## src/rtl/approx_err_monitor.sv

```systemverilog
// Windowed error monitor for an approximate adder: accumulates |exact - APPROX| over
// 2^LOG2_WIN accepted samples and reports sum, max, truncated mean and nonzero-error count.
module approx_err_monitor #(
  parameter int unsigned WIDTH    = 16,
  parameter int unsigned LOG2_WIN = 8
) (
  input  logic                      CLK,
  input  logic                      RST,
  input  logic                      START,
  input  logic                      IN_VALID,
  output logic                      IN_READY,
  input  logic [WIDTH-1:0]          IN1,
  input  logic [WIDTH-1:0]          IN2,
  input  logic [WIDTH:0]            APPROX,
  output logic                      RES_VALID,
  input  logic                      RES_READY,
  output logic [WIDTH+LOG2_WIN:0]   SUM_AE,
  output logic [WIDTH:0]            MAX_AE,
  output logic [WIDTH:0]            MAE,
  output logic [LOG2_WIN:0]         ERR_CNT,
  output logic                      BUSY
);

  localparam int unsigned EW = WIDTH + 1;
  localparam int unsigned SW = WIDTH + 1 + LOG2_WIN;
  localparam int unsigned CW = LOG2_WIN + 1;
  localparam logic [CW-1:0] NSamp = CW'(1) << LOG2_WIN;

  typedef enum logic [1:0] {StIdle, StAcc, StDrain, StDone} state_t;

  state_t          r_state;
  state_t          w_state_d;
  logic [CW-1:0]   r_cnt;
  logic            r_drain;
  logic            r_s1_vld;
  logic [EW-1:0]   r_s1_exact;
  logic [EW-1:0]   r_s1_approx;
  logic            r_s2_vld;
  logic [EW-1:0]   r_s2_ae;
  logic [SW-1:0]   r_sum;
  logic [EW-1:0]   r_max;
  logic [CW-1:0]   r_err_cnt;

  logic            w_accept;
  logic            w_start;
  logic [EW-1:0]   w_exact;
  logic [EW-1:0]   w_ae;

  assign IN_READY  = (r_state == StAcc) && (r_cnt < NSamp);
  assign w_accept  = IN_VALID && IN_READY;
  assign w_start   = (r_state == StIdle) && START;
  assign RES_VALID = (r_state == StDone);
  assign BUSY      = (r_state != StIdle);
  assign SUM_AE    = r_sum;
  assign MAX_AE    = r_max;
  assign MAE       = r_sum[SW-1:LOG2_WIN];
  assign ERR_CNT   = r_err_cnt;

  assign w_exact = {1'b0, IN1} + {1'b0, IN2};
  // Subtract the smaller from the larger so the magnitude never wraps.
  assign w_ae = (r_s1_exact >= r_s1_approx) ? (r_s1_exact - r_s1_approx)
                                            : (r_s1_approx - r_s1_exact);

  always_comb begin
    w_state_d = r_state;
    unique case (r_state)
      StIdle:  if (START) w_state_d = StAcc;
      StAcc:   if (w_accept && (r_cnt == NSamp - CW'(1))) w_state_d = StDrain;
      StDrain: if (r_drain) w_state_d = StDone;
      StDone:  if (RES_READY) w_state_d = StIdle;
      default: w_state_d = StIdle;
    endcase
  end

  always_ff @(posedge CLK or posedge RST) begin
    if (RST) begin
      r_state <= StIdle;
      r_drain <= 1'b0;
    end else begin
      r_state <= w_state_d;
      r_drain <= (r_state == StDrain) && !r_drain;
    end
  end

  always_ff @(posedge CLK or posedge RST) begin
    if (RST) begin
      r_s1_vld    <= 1'b0;
      r_s1_exact  <= '0;
      r_s1_approx <= '0;
      r_s2_vld    <= 1'b0;
      r_s2_ae     <= '0;
    end else begin
      r_s1_vld <= w_accept;
      if (w_accept) begin
        r_s1_exact  <= w_exact;
        r_s1_approx <= APPROX;
      end
      r_s2_vld <= r_s1_vld;
      if (r_s1_vld) r_s2_ae <= w_ae;
    end
  end

  always_ff @(posedge CLK or posedge RST) begin
    if (RST) begin
      r_cnt     <= '0;
      r_sum     <= '0;
      r_max     <= '0;
      r_err_cnt <= '0;
    end else if (w_start) begin
      r_cnt     <= '0;
      r_sum     <= '0;
      r_max     <= '0;
      r_err_cnt <= '0;
    end else begin
      if (w_accept) r_cnt <= r_cnt + CW'(1);
      if (r_s2_vld) begin
        r_sum <= r_sum + SW'(r_s2_ae);
        if (r_s2_ae > r_max) r_max <= r_s2_ae;
        if (r_s2_ae != '0) r_err_cnt <= r_err_cnt + CW'(1);
      end
    end
  end

endmodule

```

## config.mk

```make
export PLATFORM = sky130hd
export DESIGN_NAME = approx_err_monitor
export DESIGN_NICKNAME = d
export VERILOG_FILES = /design/src/rtl/approx_err_monitor.sv
export SDC_FILE = /design/constraint.sdc
export NUM_CORES = 1
export LEC_CHECK = 0
export ABC_CLOCK_PERIOD_IN_PS = 4400
export BUFFER_PORTS_ARGS = -buffer_cell sky130_fd_sc_hd__buf_2
export CAP_MARGIN = 20
export CORE_UTILIZATION = 45
export CTS_BUF_LIST = sky130_fd_sc_hd__clkbuf_8
export DETAILED_ROUTE_END_ITERATION = 16
export PLACE_DENSITY = 0.75
export REMOVE_ABC_BUFFERS = 1
export SLEW_MARGIN = 20
export SYNTH_ARGS = -nofsm -noshare
export SYNTH_HDL_FRONTEND = slang
export SYNTH_SLANG_ARGS = --single-unit
export TNS_END_PERCENT = 1
```

## constraint.sdc

```tcl
create_clock -name CLK -period 4.4 [get_ports CLK]
set_input_delay 0.66 -clock CLK [delete_from_list [all_inputs] [get_ports CLK]]
set_output_delay 0.66 -clock CLK [all_outputs]
set_load 0.05 [all_outputs]
```

Word level (Yosys, flattened, before mapping)
Index checks and enable logic that the tools add are counted.

Bits in registers: 116. Output and inout bits: 71. Logic and storage cells: 60.

Add/subtract/negate cells: 6. Order comparisons: 3. Eq/ne operators: 8. Muxes and demuxes: 16. Reduce and logical (&&, ||, !) cells: 16.

Operators by type and width (count): $mux 17 (4); $mux 25 (2); $mux 9 (5); $sub 17x17->17 (2); $add 25x17->25 (1); $add 9x1->9 const B (2); $add 16x16->17 (1); $ge 17x17->1 (1); $gt 17x17->1 (1); $reduce_bool 17->1 (1); $reduce_bool 2->1 (5); $eq 9x8->1 const B (1); $lt 9x9->1 const B (1); $mux 2 (4); $pmux 2 s4 (1); $logic_and 1x1->1 (5); $eq 2x2->1 const B (2); $ne 2x1->1 const B (2); $ne 2x2->1 const B (2); $reduce_and 2->1 (2); $reduce_and 4->1 (1); $eq 2x1->1 const B (1); $logic_not 2->1 (1); $logic_not 1->1 (1).

Depth between registers and ports, before layout
Gate-level depths: netlist of run 1.

Depth after elaboration: 6. Depth in mapped cells: 14. Mapped depth without buffers: 12.

Worst setup path after synthesis of run 1
No wires, ideal clock.

Kind: in2reg. Start point: input port IN1[0]. End point: register r_s1_exact[16]. Library setup time: 0.133 ns. Data arrival time: 2.709 ns. Path slack: 1.558 ns. Stages on the path: 11. Cell sequence: ha_1 -> fa_1 -> a21o_1 -> a21oi_1 -> o21bai_1 -> a21oi_1 -> o21bai_1 -> a2111oi_0 -> o21bai_1 -> a21oi_1 -> a21oi_1.

Cells in the longest elaborated chain, start to end: 1.

RTL lines: from (decl) (line 12) `input logic [WIDTH-1:0] IN1,`; $add 16x16->17 (line 59) `assign w_exact = {1'b0, IN1} + {1'b0, IN2};`; to (signal assigned) (line 95) `r_s1_exact <= w_exact;`; to (decl) (line 36) `logic [EW-1:0] r_s1_exact;`.

Every way passes these cells. A chain may end at the register's enable or synchronous reset.

Worst setup path in the final report of run 1
Start point: register r_s1_exact[1]. End point: register r_s2_ae[9].

Cells in the longest elaborated chain, start to end: 2.

RTL lines: $sub 17x17->17 (tied with other cells) (line 62) `: (r_s1_approx - r_s1_exact);`; $mux 17 * (line 61) `assign w_ae = (r_s1_exact >= r_s1_approx) ? (r_s1_exact - r_s1_approx)`; to (signal assigned) (line 99) `if (r_s1_vld) r_s2_ae <= w_ae;`; to (decl) (line 39) `logic [EW-1:0] r_s2_ae;`.

Mark *: on every way between the ends. The rest lies on a longest branch, timed or not.

==> qor.csv, run 1 <==
stage,metric,value,unit
outcome,outcome,completed,
drt,number_of_drc_markers_in_iteration_0,373,
grt,antenna_violations_before_repair,0,
worst_setup_path,max_stage_delay,0.62,ns
worst_setup_path,worst_path_max_delay_cell,and2_1,
clocking,cts_tree,built,
power_and_ir_drop,power.share.sequential,24.4,%
grt,globalRoute.totalOverflow,0,
power_and_ir_drop,power.switching,3.81,mW
worst_setup_path,r2r_setup_slack,1.14,ns
place,place_worst_setup_slack,1.14,ns
power_and_ir_drop,power.density,820,nW/um2
synthesis,synth_enable_flop_cells,0,
layout,number_of_inserted_filler_cells_in_the_final_layout,1664,
worst_setup_path,critPathCaptureType,flop,
clocking,cts.repair_timing.setup_buffer_count,0,
synthesis,synth.ff_latch_count,116,
layout,nets,1169,
power_and_ir_drop,internal_power,3.82,mW
worst_setup_path,worstPathRequired,4.73,ns
layout,final_design_area_no_fill,9310,um2
sta,final_critical_path_setup_slack,1.14,ns
worst_setup_path,critical_path.startpoint_type,flop,
grt,grt_first_pass_wirelength,28800,um
layout,layout.cells.most_common,buf_2,
power_and_ir_drop,p_leak,4.63,nW
layout,num_antenna_cells,0,
synthesis,postSynthCellCount,917,
sta,finalCriticalPeriod,3.26,ns
run,drv_cap,0,
synthesis,ys_seq_area_share,35.2,%
synthesis,synth_compound_area_share,16.8,%
clocking,numCtsBuffers,17,
power_and_ir_drop,clock_power_share,12.3,%
grt,grt.total_usage,19.5,%
clocking,tritoncts_num_sinks,116,
power_and_ir_drop,vdd_ir_drop_max,0.507,mV
synthesis,synthXorXnorAreaFrac,5.64,%
sta,final.setup.tns,0,ns
sta,setup_viol,0,
die,initial_utilization,45.8,%
place,dpl-instance-area,8940,um2
synthesis,synth-main-ff-cell,dfrtp_1,
worst_setup_path,r2r-end,r_s2_ae[9],
drt,ant_nets,0,
synthesis,yosys.area_share.simple,14.6,%
sta,relSlewSlack,33.9,%
sta,timing.clock.skew,0.0102,ns
clocking,cts.root.buffer_cell,clkbuf_8,
clocking,cts.reportedPaths.clkPinSlew,0.07,ns
grt,first_global_vias,6157,
layout,drive_above_1_share,17.8,%
synthesis,synth.avg_cell_area,8.98,um2
drt,routed_wire_length_per_instance,13.9,um
worst_setup_path,timing.critical_path.buf_inv,1,
synthesis,synth.cell_area,8240,um2
sta,grt_setup_unrepaired,false,
drt,post_drt_via_cell_ratio,5.34,
clocking,cts_max_path_buffers,2,
synthesis,synth_top_family_by_area,compound AO/OA/AOI/OAI gates,
worst_setup_path,worstPathMaxFanout,17,
layout,area_of_the_multi_input_gates,4790,um2
place,dp_hpwl,13400,um
sta,final_min_period_over_clock_period,74.1,%
clocking,cts-hold-fix-buffers,0,
drt,drt_first_pass_iters,5,
grt,largest_net_degree_at_the_start_of_global_routing,58,
worst_setup_path,timing.critical_path.cells,"inv_1, ha_1, nor2b_1, o2111ai_1, a21oi_1, o21ai_2, and2_1, mux2i_1, o221ai_2, xnor2_1, mux2_4",
synthesis,share_of_cell_area_taken_by_muxes_after_synthesis,6.06,%
clocking,cts_resized,0,
layout,layout.cells.most_common_list,"buf_2, dfrtp_1, ha_1",
worst_setup_path,cp_data_arrival_time,3.59,ns
die,area_of_the_die,18800,um2
die,boundaryPins,125,
worst_setup_path,cp_top_family,simple AND/OR/NAND/NOR gates,
worst_setup_path,worstRegToRegCells,11,
die,fp.coreArea,18000,um2
die,chipWidth,137,um
drt,route.detailed.drc,0,
power_and_ir_drop,comb_power_share,63.4,%
hold_path,worst_hold_path_type,in2async,
sta,timing.final.hold_violations,0,
die,row_count,49,
synthesis,yosys.area_share.adder,14.8,%
die,die_h,137,um
place,gpl.final_weighted_congestion,0.954,
power_and_ir_drop,power.share.switching,50.0,%
synthesis,post_synth_num_cell_types,67,
worst_setup_path,critPathKind,reg2reg,
layout,area_delta_synth_final,13.0,%
synthesis,yosys_warnings,0,
sta,worst_pin_slew,0.991,ns
clocking,h-tree-depth,4,
clocking,worst_skew_pair.late_latency,0.44,ns
drt,number_of_vias_after_detailed_routing,6733,
sta,fmax,0.307,GHz
layout,seqCellArea,2900,um2
worst_setup_path,worst_r2r_startpoint,r_s1_exact[1],
synthesis,share_of_flip_flops_with_an_asynchronous_set_or_reset,100,%
sta,report.final.slew_viol_count,0,
drt,route.final.wire_length,17600,um
place,port-buffer-count,124,
==> kinds of logic (layout without fill, tap and decap cells) <==
logic type / count (synthesis) / after routing
buf+inv: 124 / 240
mux: 48 / 48
flops: 116 / 116
compound gates: 220 / 220
simple gates: 261 / 261
xor+xnor: 53 / 53
fa+ha+maj: 95 / 95
==> synthesized netlist by cell type, types with 4 or more instances <==
master / n / share of area (%)
dfrtp_1: 116 / 35
ha_1: 91 / 14
nor2_1: 82 / 3.7
nand2_1: 79 / 3.6
inv_1: 77 / 3.5
a21oi_1: 68 / 4.1
o21ai_0: 61 / 3.7
mux2i_1: 39 / 4.7
xnor2_1: 28 / 3.0
xor2_1: 25 / 2.7
a21o_1: 24 / 2.2
buf_4: 18 / 1.6
nor3_1: 17 / 1.0
nand3_1: 16 / 0.97
clkbuf_1: 14 / 0.64
nand4_1: 14 / 1.1
o21bai_1: 14 / 1.3
nor2b_1: 11 / 0.84
nand2b_1: 9 / 0.68
or3_1: 9 / 0.68
mux2_2: 7 / 0.96
buf_2: 6 / 0.36
and2_1: 5 / 0.38
and3_1: 5 / 0.38
o211ai_1: 5 / 0.46
a211o_1: 4 / 0.43
buf_1: 4 / 0.18
fa_1: 4 / 0.97
nor4_1: 4 / 0.30
o21ai_1: 4 / 0.24
==> how the worst max path moves through the flow <==
stage,start,end,depth (start not counted)
2_1_floorplan,MAX_AE[6],MAX_AE[0],10
3_3_place_gp,IN1[0],r_s1_exact[16],12
3_5_place_dp,IN1[0],r_s1_exact[10],12
4_1_cts,r_s1_exact[1],r_s2_ae[9],11
5_1_grt,r_s1_exact[1],r_s2_ae[9],11
6_report,r_s1_exact[1],r_s2_ae[9],11
==> worst register-to-register path: cells and delay by family, from the launching register on <==
| kind | cells | cell delay, ns |
|---|---|---|
| XOR/XNOR | 1 | 0.14 |
| AO/OA/AOI/OAI | 4 | 0.78 |
| adder cells (fa/ha/maj) | 1 | 0.33 |
| buffers and inverters | 1 | 0.11 |
| flip-flops | 1 | 0.40 |
| multiplexers | 2 | 0.62 |
| AND/OR/NAND/NOR | 2 | 0.78 |
==> state kept, by name, indices dropped and copies added (netlist names) <==
name,flops
ERR_CNT,9
MAX_AE,17
SUM_AE,25
r_cnt,9
r_drain,1
r_s1_approx,17
r_s1_exact,17
r_s1_vld,1
r_s2_ae,17
r_s2_vld,1
r_state,2
==> routing by layer <==
layer / part of all wire, % / track usage, % / vias up
li1: - / - / 3384
met2: 47 / 32.8 / 204
met5: 0 / 0 / -
met4: 1.6 / 6.35 / 0
met3: 4.8 / 3.83 / 22
met1: 47 / 25.2 / 3123
==> cell type report <==
cell class | count | share of cell area, %
Multi-Input combinational cell | 677 | 51.4
Sequential cell | 116 | 31.2
Timing Repair Buffer | 130 | 7.15
Inverter | 78 | 3.17
Tap cell | 229 | 3.08
Clock buffer | 18 | 2.66
Clock inverter | 14 | 1.29
==> power groups by stage <==
stage	combinational (mW)	sequential (mW)	clock, mW
after detailed placement	4.80	1.88	0
final	4.83	1.86	0.936
after global routing	5.38	1.92	1.01
after floorplan	3.25	2.31	0
after CTS	4.83	1.86	0.961
after global placement	4.71	1.85	0
==> per-stage QoR <==
stage / cells / utilization (%) / total power, mW / hold WS (ns)
2_1_floorplan: 871 / - / 5.57 / 0.388
3_3_place_gp: 1230 / 49.8 / 6.56 / 0.408
3_5_place_dp: 1230 / 49.8 / 6.68 / 0.413
4_1_cts: 1262 / 51.8 / 7.65 / 0.320
5_1_grt: 1262 / 51.8 / 8.31 / 0.367
6_report: 1262 / 51.8 / 7.63 / 0.318
Note: power is estimated with default switching activity, not from simulation.
==> inputs of run 2 (changes only) <==
- ABC_CLOCK_PERIOD_IN_PS: 4400 -> 3000
- clock period: 4.4 -> 3 ns (I/O delays scaled with it)
==> run 2 against run 1 <==
  * Clock power grew 53%
  * Register-to-register slack lost 1.1 ns
  * Largest power group unchanged
  * Critical path type unchanged
  * Combinational power grew 58%
  * Critical endpoint is now r_s2_ae[13]
==> qor.csv, run 2 (synthesized netlist as in run 1, its figures left out) <==
stage,metric,value,unit,change
die,area_of_the_die,18800,um2,unchanged
drt,route.detailed.drc,0,,unchanged
power_and_ir_drop,vdd_ir_drop_max,0.762,mV,+50%
drt,post_drt_via_cell_ratio,5.25,,-1.5%
outcome,outcome,completed,,
sta,final_min_period_over_clock_period,98.4,%,+24 points
place,gpl.final_weighted_congestion,0.903,,-5.3%
drt,number_of_vias_after_detailed_routing,6778,,+0.67%
sta,grt_setup_unrepaired,true,,
die,row_count,49,,unchanged
worst_setup_path,critPathKind,reg2reg,,
clocking,cts_tree,built,,
worst_setup_path,cp_data_arrival_time,3.27,ns,-0.32 ns
run,drv_cap,0,,unchanged
drt,drt_first_pass_iters,5,,unchanged
sta,report.final.slew_viol_count,0,,unchanged
hold_path,worst_hold_path_type,in2async,,
place,dpl-instance-area,9180,um2,+2.7%
worst_setup_path,worstPathMaxFanout,7,,-10
layout,utilization,53.4,%,+1.6 points
worst_setup_path,r2r_setup_slack,0.05,ns,-1.09 ns
sta,timing.clock.skew,0.00674,ns,-0.00344 ns
grt,first_global_vias,6410,,+4.1%
layout,num_antenna_cells,0,,unchanged
clocking,worst_skew_pair.late_latency,0.44,ns,about the same
clocking,numCtsBuffers,17,,unchanged
clocking,cts-hold-fix-buffers,0,,unchanged
worst_setup_path,worstPathRequired,3.32,ns,-1.41 ns
sta,fin_worst_hold_slack,0.0282,ns,-0.289 ns
grt,antenna_violations_before_repair,0,,unchanged
place,dp_hpwl,13600,um,+1.6%
grt,grt_first_pass_wirelength,30000,um,+4.2%
clocking,tritoncts_num_sinks,116,,unchanged
layout,drive_above_1_share,20.1,%,+2.3 points
drt,number_of_drc_markers_in_iteration_0,296,,-21%
sta,worst_pin_slew,0.915,ns,-0.0760 ns
grt,grt.total_usage,20.1,%,+0.54 points
sta,setup_viol,0,,unchanged
drt,ant_nets,0,,unchanged
clocking,h-tree-depth,4,,unchanged
power_and_ir_drop,power.density,1230,nW/um2,+50%
sta,relSlewSlack,39.0,%,+5.1 points
layout,nets,1199,,+2.6%
sta,fmax,0.339,GHz,+10%
sta,timing.final.hold_violations,0,,unchanged
die,chipWidth,137,um,unchanged
grt,largest_net_degree_at_the_start_of_global_routing,82,,+41%
worst_setup_path,r2r-end,r_s2_ae[13],,
layout,area_delta_synth_final,16.4,%,
drt,routed_wire_length_per_instance,13.8,um,-0.52%
clocking,cts.reportedPaths.clkPinSlew,0.07,ns,about the same
worst_setup_path,critical_path.startpoint_type,flop,,
grt,globalRoute.totalOverflow,0,,unchanged
clocking,cts_max_path_buffers,2,,unchanged
die,die_h,137,um,unchanged
layout,final_design_area_no_fill,9580,um2,+3.0%
power_and_ir_drop,p_leak,4.80,nW,+3.6%
worst_setup_path,critPathCaptureType,flop,,
die,initial_utilization,45.8,%,unchanged
die,fp.coreArea,18000,um2,unchanged
worst_setup_path,worst_r2r_startpoint,r_s1_exact[1],,
place,port-buffer-count,124,,unchanged
sta,finalCriticalPeriod,2.95,ns,-0.306 ns
clocking,cts.root.buffer_cell,clkbuf_8,,
die,boundaryPins,125,,unchanged
layout,largest_register_ffs,25,,unchanged
layout,layout.cells.most_common,buf_2,,
layout,layout.cells.most_common_list,"buf_2, dfrtp_1, ha_1",,
drt,route.final.wire_length,17800,um,+1.7%
worst_setup_path,worstRegToRegCells,13,,+2
[run 2: changes by cell type in the layout (fill, tap and decap cells not counted), sizes merged]
cell / previous run / this run
buf: 130 / 160
clkbuf: 18 / 22
clkinv: 9 / 2
clkinvlp: 1 / 0
inv: 80 / 82
[run 2: timing repair]
action                                  CTS  global route
gates resized for setup                   1             3
pin swaps                                 0             2
hold endpoints to repair                  0             0
endpoints found under the setup margin    2            10
buffers inserted                          0             0
[run 2: critical path, cell delays in order (launching register included)]
cell       delay, ns
dfrtp_1         0.39
inv_1           0.08
ha_1            0.35
nor2b_2         0.20
o2111ai_2       0.21
a21oi_1         0.12
o21ai_2         0.13
buf_4           0.16
nand2_2         0.10
buf_4           0.19
a211o_1         0.27
a31o_2          0.25
xnor2_1         0.13
mux2_2          0.26
[run 2: metal layers]
| metal | wire, um | global-route usage (%) | part of all wire, % |
|---|---|---|---|
| met1 | 8700 | 26.2 | 49 |
| met2 | 8050 | 32.9 | 45 |
| met3 | 783 | 3.86 | 4.4 |
| met4 | 316 | 7.39 | 1.8 |
| met5 | 0 | 0 | 0 |
[run 2: area by class of cell]
class | instances | area [um2]
multi-input combinational | 677 | 4810
fill | 1626 | 8380
timing repair buffer | 160 | 903
tap | 229 | 287
inverter | 78 | 295
sequential | 116 | 2900
clock inverter | 8 | 85.1
clock buffer | 22 | 303
[run 2: worst max-delay path by stage]
stage / start / end / slack [ns]
after global placement: IN1[0] / r_s1_exact[16] / 0.07
after detailed placement: IN1[0] / r_s1_exact[16] / 0.03
after global routing: r_s1_exact[1] / r_s2_ae[13] / -0.1
after floorplan: MAX_AE[6] / MAX_AE[0] / -1.03
after CTS: r_s1_exact[1] / r_s2_ae[13] / 0.06
final: r_s1_exact[1] / r_s2_ae[13] / 0.05
[run 2: per-stage QoR]
| step | total power [mW] | instances | TNS (ns) | worst slack, ns |
|---|---|---|---|---|
| after floorplan | 8.16 | 871 | -79.57 | -1.03 |
| after global placement | 10.1 | 1260 | 0 | 0.0685 |
| after detailed placement | 10.2 | 1260 | 0 | 0.0295 |
| after CTS | 11.7 | 1290 | 0 | 0.0628 |
| after global routing | 12.8 | 1290 | -0.106 | -0.0955 |
| final | 11.8 | 1290 | 0 | 0.0468 |
[run 2: report_power, final]
part	switching, mW	leakage (nW)	internal [mW]
Sequential	0.562	1.49	2.14
Clock	0.602	0.216	0.825
Combinational	4.52	3.09	3.11
Total	5.69	4.80	6.07
==> inputs of run 3 (changes only) <==
- RECOVER_POWER: default -> 100
==> run 3 against run 2 <==
  * Largest power group unchanged
  * Final cell count is the same
  * Clock skew about the same
  * The flow now finishes with violations (capacitance limit, slew limit)
  * Hold slack improved by 0.19 ns
  * Clock-buffer cell count unchanged
  * Sequential share of layout area grew 0.38 points
  * Sequential power about the same
==> qor.csv, run 3 (synthesized netlist as in run 1, its figures left out) <==
stage,metric,value,unit,change
outcome,outcome,"finished, violations left",,
outcome,violations,"capacitance limit, slew limit",,
place,port-buffer-count,124,,unchanged
power_and_ir_drop,p_leak,4.49,nW,-6.4%
place,place_worst_setup_slack,0.0295,ns,unchanged
drt,routed_wire_length_per_instance,13.9,um,+0.18%
run,drv_cap,1,,+1
grt,antenna_violations_before_repair,0,,unchanged
clocking,tritoncts_num_sinks,116,,unchanged
worst_setup_path,critical_path.startpoint_type,flop,,
grt,largest_net_degree_at_the_start_of_global_routing,82,,unchanged
sta,relSlewSlack,-3.50,%,-42 points
worst_setup_path,r2r_setup_slack,0.05,ns,about the same
sta,fmax,0.339,GHz,about the same
sta,finalCriticalPeriod,2.95,ns,+0.000733 ns
worst_setup_path,critPathCaptureType,flop,,
drt,number_of_vias_after_detailed_routing,6784,,+0.089%
layout,drive_above_1_share,12.9,%,-7.2 points
drt,route.final.wire_length,17900,um,+0.18%
clocking,worst_skew_pair.late_latency,0.44,ns,about the same
die,initial_utilization,45.8,%,unchanged
power_and_ir_drop,power.share.switching,48.7,%,+0.36 points
sta,final_critical_path_setup_slack,0.0461,ns,-0.000733 ns
worst_setup_path,r2r-end,r_s2_ae[13],,
power_and_ir_drop,power.switching,5.69,mW,about the same
sta,timing.final.hold_violations,0,,unchanged
clocking,cts.reportedPaths.clkPinSlew,0.07,ns,about the same
drt,drt_first_pass_iters,4,,-1
worst_setup_path,worstPathMaxFanout,7,,unchanged
grt,grt.total_usage,20.1,%,unchanged
worst_setup_path,critPathKind,reg2reg,,
layout,area_of_the_multi_input_gates,4810,um2,about the same
drt,number_of_drc_markers_in_iteration_0,328,,+11%
grt,globalRoute.totalOverflow,0,,unchanged
layout,num_antenna_cells,0,,unchanged
layout,layout.cells.most_common_list,"dfrtp_1, ha_1, nor2_1",,
worst_setup_path,worst_path_max_delay_cell,dfrtp_1,,
power_and_ir_drop,fin_total_pwr,11.7,mW,-0.74%
sta,report.final.slew_viol_count,37,,+37
layout,number_of_inserted_filler_cells_in_the_final_layout,1665,,+2.4%
clocking,numCtsBuffers,17,,unchanged
worst_setup_path,critical_path.startpoint,r_s1_exact[1],,
layout,seqCellArea,2900,um2,unchanged
die,boundaryPins,125,,unchanged
die,chipWidth,137,um,unchanged
worst_setup_path,setup.worst_path.end,r_s2_ae[13],,
worst_setup_path,most_prevalent_standard_cell_on_the_critical_path,buf_4,,
drt,top_layer_in_use,met4,,
drt,met1Wirelength,8700,um,about the same
grt,grt_first_pass_wirelength,30000,um,unchanged
place,dp_hpwl,13600,um,unchanged
power_and_ir_drop,power.density,1230,nW/um2,+0.52%
layout,largest_register_ffs,25,,unchanged
power_and_ir_drop,vdd_ir_drop_max,0.717,mV,-6.0%
worst_setup_path,worstRegToRegCells,13,,unchanged
sta,final_min_period_over_clock_period,98.5,%,about the same
clocking,h-tree-depth,4,,unchanged
sta,worst_pin_slew,1.54,ns,+0.629 ns
drt,ant_nets,0,,unchanged
drt,route.detailed.drc,0,,unchanged
worst_setup_path,timing.critical_path.cells,"inv_1, ha_1, nor2b_2, o2111ai_2, a21oi_1, o21ai_2, buf_4, nand2_2, buf_4, a211o_1, a31o_2, xnor2_1, mux2_2",,
power_and_ir_drop,comb_power_share,64.6,%,-0.3 points
die,area_of_the_die,18800,um2,unchanged
power_and_ir_drop,power.share.sequential,23.2,%,+0.2 points
place,gpl.final_weighted_congestion,0.903,,unchanged
grt,first_global_vias,6410,,unchanged
worst_setup_path,worstPathRequired,3.32,ns,about the same
drt,post_drt_via_cell_ratio,5.26,,about the same
drt,wl_met3,736,um,-6.0%
clocking,cts_tree,built,,
sta,timing.clock.skew,0.00627,ns,-0.000468 ns
power_and_ir_drop,clock_power_share,12.2,%,about the same
sta,setup_viol,0,,unchanged
power_and_ir_drop,internal_power,5.98,mW,-1.4%
die,fp.coreArea,18000,um2,unchanged
layout,layout.cells.most_common,dfrtp_1,,
die,row_count,49,,unchanged
sta,grt_setup_unrepaired,true,,
worst_setup_path,worst_r2r_startpoint,r_s1_exact[1],,
layout,nets,1199,,unchanged
worst_setup_path,cp_data_arrival_time,3.27,ns,about the same
layout,area_delta_synth_final,14.9,%,
clocking,cts.root.buffer_cell,clkbuf_8,,
worst_setup_path,max_stage_delay,0.40,ns,about the same
hold_path,worst_hold_startpoint,APPROX[0],,
hold_path,worst_hold_path_type,in2reg,,
die,die_h,137,um,unchanged
clocking,cts-hold-fix-buffers,0,,unchanged
clocking,cts_max_path_buffers,2,,unchanged
clocking,cts.repair_timing.setup_buffer_count,0,,unchanged
drt,met2RoutedLength,8130,um,+0.97%
[run 3: cell types whose count changed in the layout (fill, tap and decap cells not counted), sizes merged]
| cell | before | now |
|---|---|---|
| clkbuf | 22 | 100 |
| clkinvlp | 0 | 1 |
| inv | 82 | 81 |
| buf | 160 | 82 |
[run 3: through the flow]
stage / utilization [%] / hold WS [ns] / std cells / instance area, um2 / TNS [ns]
floorplan: - / 0.388 / 871 / 7960 / -79.57
global placement: 51.1 / 0.405 / 1260 / 9180 / 0
detailed placement: 51.1 / 0.399 / 1260 / 9180 / 0
CTS: 53.3 / 0.0243 / 1290 / 9570 / 0
global route: 52.7 / 0.204 / 1290 / 9460 / -0.213
finish: 52.7 / 0.217 / 1290 / 9460 / 0
[run 3: worst min path at each step]
stage	cells past startpoint	slack, ns	to
6_report	3	0.22	r_s1_approx[0]
5_1_grt	3	0.20	r_s1_approx[8]
4_1_cts	2	0.02	r_state[1]
3_5_place_dp	1	0.40	r_drain
3_3_place_gp	1	0.41	r_drain
2_1_floorplan	1	0.39	r_drain
[run 3: repair_timing]
action / in CTS / in global routing
setup endpoints to repair: 2 / 10
gates resized for setup: 1 / 3
pin swaps: 0 / 2
[run 3: per-layer routing]
layer | global-route usage (%) | up-vias
met3 | 3.86 | 23
li1 | - | 3435
met5 | 0 | -
met1 | 26.2 | 3169
met4 | 7.39 | 0
met2 | 32.9 | 157
[run 3: critical path, delay by kind of cell, from the launching register on]
family	cells	cell delay [ns]
AO/OA/AOI/OAI	5	0.98
buffers and inverters	3	0.43
flip-flops	1	0.40
adder cells (fa/ha/maj)	1	0.35
AND/OR/NAND/NOR	2	0.30
multiplexers	1	0.26
XOR/XNOR	1	0.13
[run 3: cell type report]
type	count	share of cell area, %
sequential	116	30.7
tap	229	3.03
multi-input combinational	677	50.8
clock inverter	8	0.899
timing repair buffer	160	8.30
clock buffer	22	3.20
inverter	78	3.11
[run 3: power groups by stage]
stage	Combinational, mW	Sequential, mW	Clock [mW]
after floorplan	4.77	3.39	0
after detailed placement	7.50	2.73	0
after global routing	8.36	2.81	1.53
final	7.53	2.71	1.43
after CTS	7.57	2.70	1.47
after global placement	7.39	2.70	0
